==> config.mk <==
export PLATFORM = sky130hd
export DESIGN_NAME = key_conditioner
export DESIGN_NICKNAME = d
export VERILOG_FILES = /design/src/rtl/key_conditioner.sv
export SDC_FILE = /design/constraint.sdc
export NUM_CORES = 1
export LEC_CHECK = 0
export ABC_AREA = 1
export ABC_CLOCK_PERIOD_IN_PS = 3900
export CAP_MARGIN = 20
export CORE_ASPECT_RATIO = 1.4
export CORE_MARGIN = 4
export CORE_UTILIZATION = 56
export CTS_BUF_LIST = sky130_fd_sc_hd__clkbuf_16
export CTS_CLUSTER_SIZE = 40
export DETAILED_ROUTE_END_ITERATION = 10
export PLACE_DENSITY = 0.87
export REMOVE_ABC_BUFFERS = 1
export SLEW_MARGIN = 20
export SYNTH_ARGS = -nofsm -noshare
export SYNTH_HDL_FRONTEND = slang
export SYNTH_SLANG_ARGS = --single-unit
==> constraint.sdc <==
create_clock -name clk -period 3.9 [get_ports clk]
set_input_delay 0.39 -clock clk [delete_from_list [all_inputs] [get_ports clk]]
set_output_delay 0.39 -clock clk [all_outputs]
set_load 0.02 [all_outputs]
==> src/rtl/key_conditioner.sv <==
// key_conditioner: input stage ahead of the 8-bit multiplier.
// Synchronises, debounces and edge-detects the active-low pushbuttons
// (bit 0 Reset, bit 1 ClearA_LoadB, bit 2 Run) and synchronises the switch bank.
// Optional feature macro: KEYCOND_AUTOREPEAT_EN (adds held-key auto-repeat on key_press).
module key_conditioner #(
    parameter int NUM_KEYS      = 3,
    parameter int SW_W          = 8,
    parameter int DB_CYCLES     = 50000,
    parameter int REPEAT_CYCLES = 25_000_000
) (
    input  logic                clk,
    input  logic                reset,
    input  logic [NUM_KEYS-1:0] key_n,
    input  logic [SW_W-1:0]     sw,
    output logic [NUM_KEYS-1:0] key_level,
    output logic [NUM_KEYS-1:0] key_press,
    output logic [NUM_KEYS-1:0] key_release,
    output logic [SW_W-1:0]     sw_sync
);

    // Debounce counter only needs to reach DB_CYCLES-1; keep at least one bit.
    localparam int CNT_W = (DB_CYCLES > 1) ? $clog2(DB_CYCLES) : 1;
    localparam logic [CNT_W-1:0] DB_MAX = CNT_W'(DB_CYCLES - 1);

    // Reject parameter values that would make the counters meaningless.
    if (DB_CYCLES < 1 || REPEAT_CYCLES < 1) begin : g_bad_param
        $error("key_conditioner: DB_CYCLES and REPEAT_CYCLES must be >= 1");
    end

    logic [NUM_KEYS-1:0] r_key_s1;
    logic [NUM_KEYS-1:0] r_key_s2;
    logic [SW_W-1:0]     r_sw_s1;
    logic [SW_W-1:0]     r_sw_s2;

    // Two-flop synchronisers; keys reset to the released (high) level so no
    // phantom press is seen while the chain refills after reset.
    always_ff @(posedge clk or posedge reset) begin
        if (reset) begin
            r_key_s1 <= '1;
            r_key_s2 <= '1;
            r_sw_s1  <= '0;
            r_sw_s2  <= '0;
        end else begin
            r_key_s1 <= key_n;
            r_key_s2 <= r_key_s1;
            r_sw_s1  <= sw;
            r_sw_s2  <= r_sw_s1;
        end
    end

    assign sw_sync = r_sw_s2;

    genvar gi;
    generate
        for (gi = 0; gi < NUM_KEYS; gi++) begin : g_key
            logic             w_sample;
            logic             w_differs;
            logic             w_accept;
            logic             w_repeat;
            logic [CNT_W-1:0] r_db_cnt;
            logic             r_level;
            logic             r_press;
            logic             r_release;

            // Active-high view of the synchronised key.
            assign w_sample  = ~r_key_s2[gi];
            assign w_differs = (w_sample != r_level);
            // Accept a change once the new level has been seen DB_CYCLES times in a row.
            assign w_accept  = w_differs && (r_db_cnt == DB_MAX);

            // Stability counter: any sample matching the current level restarts the window.
            always_ff @(posedge clk or posedge reset) begin
                if (reset) begin
                    r_db_cnt <= '0;
                end else if (!w_differs || w_accept) begin
                    r_db_cnt <= '0;
                end else begin
                    r_db_cnt <= r_db_cnt + 1'b1;
                end
            end

            // Debounced level plus press/release pulses, all updated on the same edge.
            always_ff @(posedge clk or posedge reset) begin
                if (reset) begin
                    r_level   <= 1'b0;
                    r_press   <= 1'b0;
                    r_release <= 1'b0;
                end else begin
                    r_level   <= w_accept ? ~r_level : r_level;
                    r_press   <= (w_accept && !r_level) || w_repeat;
                    r_release <= w_accept && r_level;
                end
            end

`ifdef KEYCOND_AUTOREPEAT_EN
            localparam int REP_W = (REPEAT_CYCLES > 1) ? $clog2(REPEAT_CYCLES) : 1;
            localparam logic [REP_W-1:0] REP_MAX = REP_W'(REPEAT_CYCLES - 1);

            logic [REP_W-1:0] r_rep_cnt;

            // A level edge takes priority over a repeat falling on the same cycle.
            assign w_repeat = r_level && !w_accept && (r_rep_cnt == REP_MAX);

            // Repeat timer runs only while the key is held; restarts on every level edge.
            always_ff @(posedge clk or posedge reset) begin
                if (reset) begin
                    r_rep_cnt <= '0;
                end else if (w_accept || !r_level || (r_rep_cnt == REP_MAX)) begin
                    r_rep_cnt <= '0;
                end else begin
                    r_rep_cnt <= r_rep_cnt + 1'b1;
                end
            end
`else
            // Without auto-repeat each accepted press yields exactly one pulse.
            assign w_repeat = 1'b0;
`endif

            assign key_level[gi]   = r_level;
            assign key_press[gi]   = r_press;
            assign key_release[gi] = r_release;
        end
    endgenerate

endmodule

==> impl_metrics.json <==
{
  "ff_latch_area_sq_um": 1980,
  "max_cap_viol_count": 0,
  "synth.cell_area_sq_um": 3720,
  "clkLatencyLatePin_ps": 330,
  "port_buffers": 29,
  "cts_max_level": 3,
  "cts_buffers": 9,
  "reg2regPathDepth": 7,
  "cp_num_buf_inv": 1,
  "worstReg2RegStart": "g_key[2].r_db_cnt[0]",
  "final_cells": 541,
  "diodes": 0,
  "holdWs_ps": 347,
  "post-dp-hpwl_um": 5160,
  "outcome": "finished, final reports clean",
  "io_pins": 30,
  "grt_pass1_wl_um": 12800,
  "grtUsageTotal_pct": 20.0,
  "period_share_pct": 44.5,
  "final_cell_mix": "nand2_1 (109), nor2_1 (95), dfrtp_1 (73)",
  "synth-seq-cells": 79,
  "cp.required_ps": 3510,
  "slowest_stage": "clkdlybuf4s50_1",
  "yosys_warnings": 0,
  "clock_sinks": 79,
  "ys_types": 25,
  "drt_iter0_markers": 235,
  "crit_path_max_fanout": 4,
  "nFillCells": 459,
  "rr_endpoint": "g_key[2].r_db_cnt[14]",
  "core_sq_um": 6340,
  "hold_start": "r_sw_s1[0]",
  "hold_violations": 0,
  "die_h_um": 104,
  "setup_violations": 0,
  "powerDensity_nw_per_um2": 392,
  "irDropWorstVdd_v": 0.000324,
  "hp-class": "register to register",
  "setup.worst_path.class": "register to output port",
  "wire_per_inst_um": 13.6,
  "slew_headroom_pct": 53.2,
  "via_count": 2922,
  "yosys.area.top_type": "dfrtp_1",
  "worst_pin_slew_ps": 701,
  "finalSetupTns_ps": 0,
  "rrSetupSlack_ps": 2370,
  "startpoint": "g_key[2].r_level",
  "worstSetupStartpointType": "register",
  "period_minus_slack_ps": 1740,
  "syn_to_final_growth_pct": 15.0,
  "setup.worst_path.end_class": "output port",
  "final_common_cell": "nand2_1",
  "firstDrtPassIters": 5,
  "wirelength_um": 7380,
  "grt_max_degree": 37,
  "drv_slew": 0,
  "die_x_um": 76.9,
  "placedCellCount": 525,
  "multi_input_area_sq_um": 1490,
  "viasPerCell": 5.40,
  "cts_hold_buf": 0,
  "clockRootBuffer": "clkbuf_16",
  "slowest_delay_ps": 620,
  "cts_resized": 0,
  "syn_inst": 434,
  "seq_area_frac_synth_pct": 53.3,
  "place.gp.congestion": 0.907,
  "cp_cell_sequence": "clkdlybuf4s50_1",
  "postCtsSetupBuffers": 0,
  "clock.fmax_mhz": 576,
  "syn_avg_cell_area_sq_um": 8.57,
  "antenna_found_initial": 0,
  "start_util_pct": 58.7,
  "worstHoldPathCells": 0,
  "cts_tree": "built",
  "skew_ps": 6.44,
  "synth_top_area_share_pct": 49.1,
  "detail-route-antenna-nets": 0,
  "clock_path_buffers": 2,
  "clk_pin_slew_ps": 60,
  "grt_pass1_vias": 2857,
  "rows": 34,
  "synth_area_leaders": "dfrtp_1 (49%), nand2_1 (11%), nor2_1 (9.6%), dfstp_2 (4.2%), inv_1 (3.9%)",
  "critPathTopFamily": "buffers and inverters",
  "nNetsFinal": 480,
  "drive_above_1_share_pct": 10.0,
  "rsz0062_at_grt": "no",
  "die_area_sq_um": 8030,
  "p_leak_nw": 1.80,
  "grt_overflow": 0,
  "worstPathArrival_ps": 1350,
  "drc": 0,
  "whs_endpoint": "sw_sync[0]"
}
==> cells in the mapped netlist (all sizes together) <==
library cell / instances
xor2: 11
or2: 4
buf: 12
dfrtp: 73
nand4: 17
ha: 3
o21ai: 12
nor3: 10
inv: 39
xnor2: 6
nand2: 116
nand3: 16
o21bai: 8
dfstp: 6
nor2: 101
==> final cells by class <==
| class | count | area share (%) |
|---|---|---|
| clock inverter | 7 | 0.965 |
| sequential | 79 | 46.4 |
| multi-input combinational | 304 | 34.7 |
| tap | 72 | 2.11 |
| inverter | 39 | 3.42 |
| clock buffer | 9 | 5.26 |
| timing repair buffer | 31 | 7.14 |
==> per-layer routing <==
metal	part of all wire [%]	GRT usage, %	wire (um)	vias to the layer above
li1	-	-	-	1415
met1	39	22.9	2860	1382
met2	52	34.1	3870	95
met3	4.5	4.77	330	30
met4	4.2	11.1	313	0
met5	0	0	0	-
==> how the worst max path moves through the flow <==
stage                            endpoint  cells past startpoint  slack, ps
floorplan            g_key[0].r_db_cnt[0]                      1       1500
global placement    g_key[1].r_db_cnt[14]                      3       2240
detailed placement  g_key[1].r_db_cnt[14]                      3       2210
CTS                          key_level[2]                      1       2160
global route                 key_level[2]                      1       2120
finish                       key_level[2]                      1       2160
==> per-stage QoR <==
stage | setup slack [ps] | power (mW) | cell area (sq um) | utilization, %
finish | 2160 | 1.68 | 4280 | 67.5
CTS | 2160 | 1.69 | 4280 | 67.5
detailed placement | 2210 | 0.944 | 4010 | 63.3
global route | 2120 | 1.73 | 4280 | 67.5
floorplan | 1500 | 0.908 | 3620 | -
global placement | 2240 | 0.940 | 4010 | 63.3
==> cell families (layout without fill, tap and decap cells) <==
kind of cell | count (synthesis) | count (layout) | share of synthesized area, %
AOI/OAI and AO/OA | 20 | 20 | 3.23
buffers and inverters | 51 | 86 | 6.76
DFF | 79 | 79 | 53.3
adders and majority gates | 3 | 3 | 1.01
xor gates and xnor gates | 17 | 17 | 4.00
and+or+nand+nor | 264 | 264 | 31.7
==> registers in the layout, indices dropped and copies added, names as in the netlist <==
register	count
r_key_s1	3
g_key.r_press	3
r_sw_s1	8
g_key.r_level	3
g_key.r_db_cnt	48
r_key_s2	3
g_key.r_release	3
sw_sync	8
==> report_power, final <==
group / switching (mW) / total, mW / leakage [nW] / internal (mW)
registers: 0.0123 / 0.854 / 1.04 / 0.841
clock network: 0.323 / 0.747 / 0.128 / 0.424
logic: 0.0448 / 0.0750 / 0.632 / 0.0302
(Power assumes the default switching activity.)
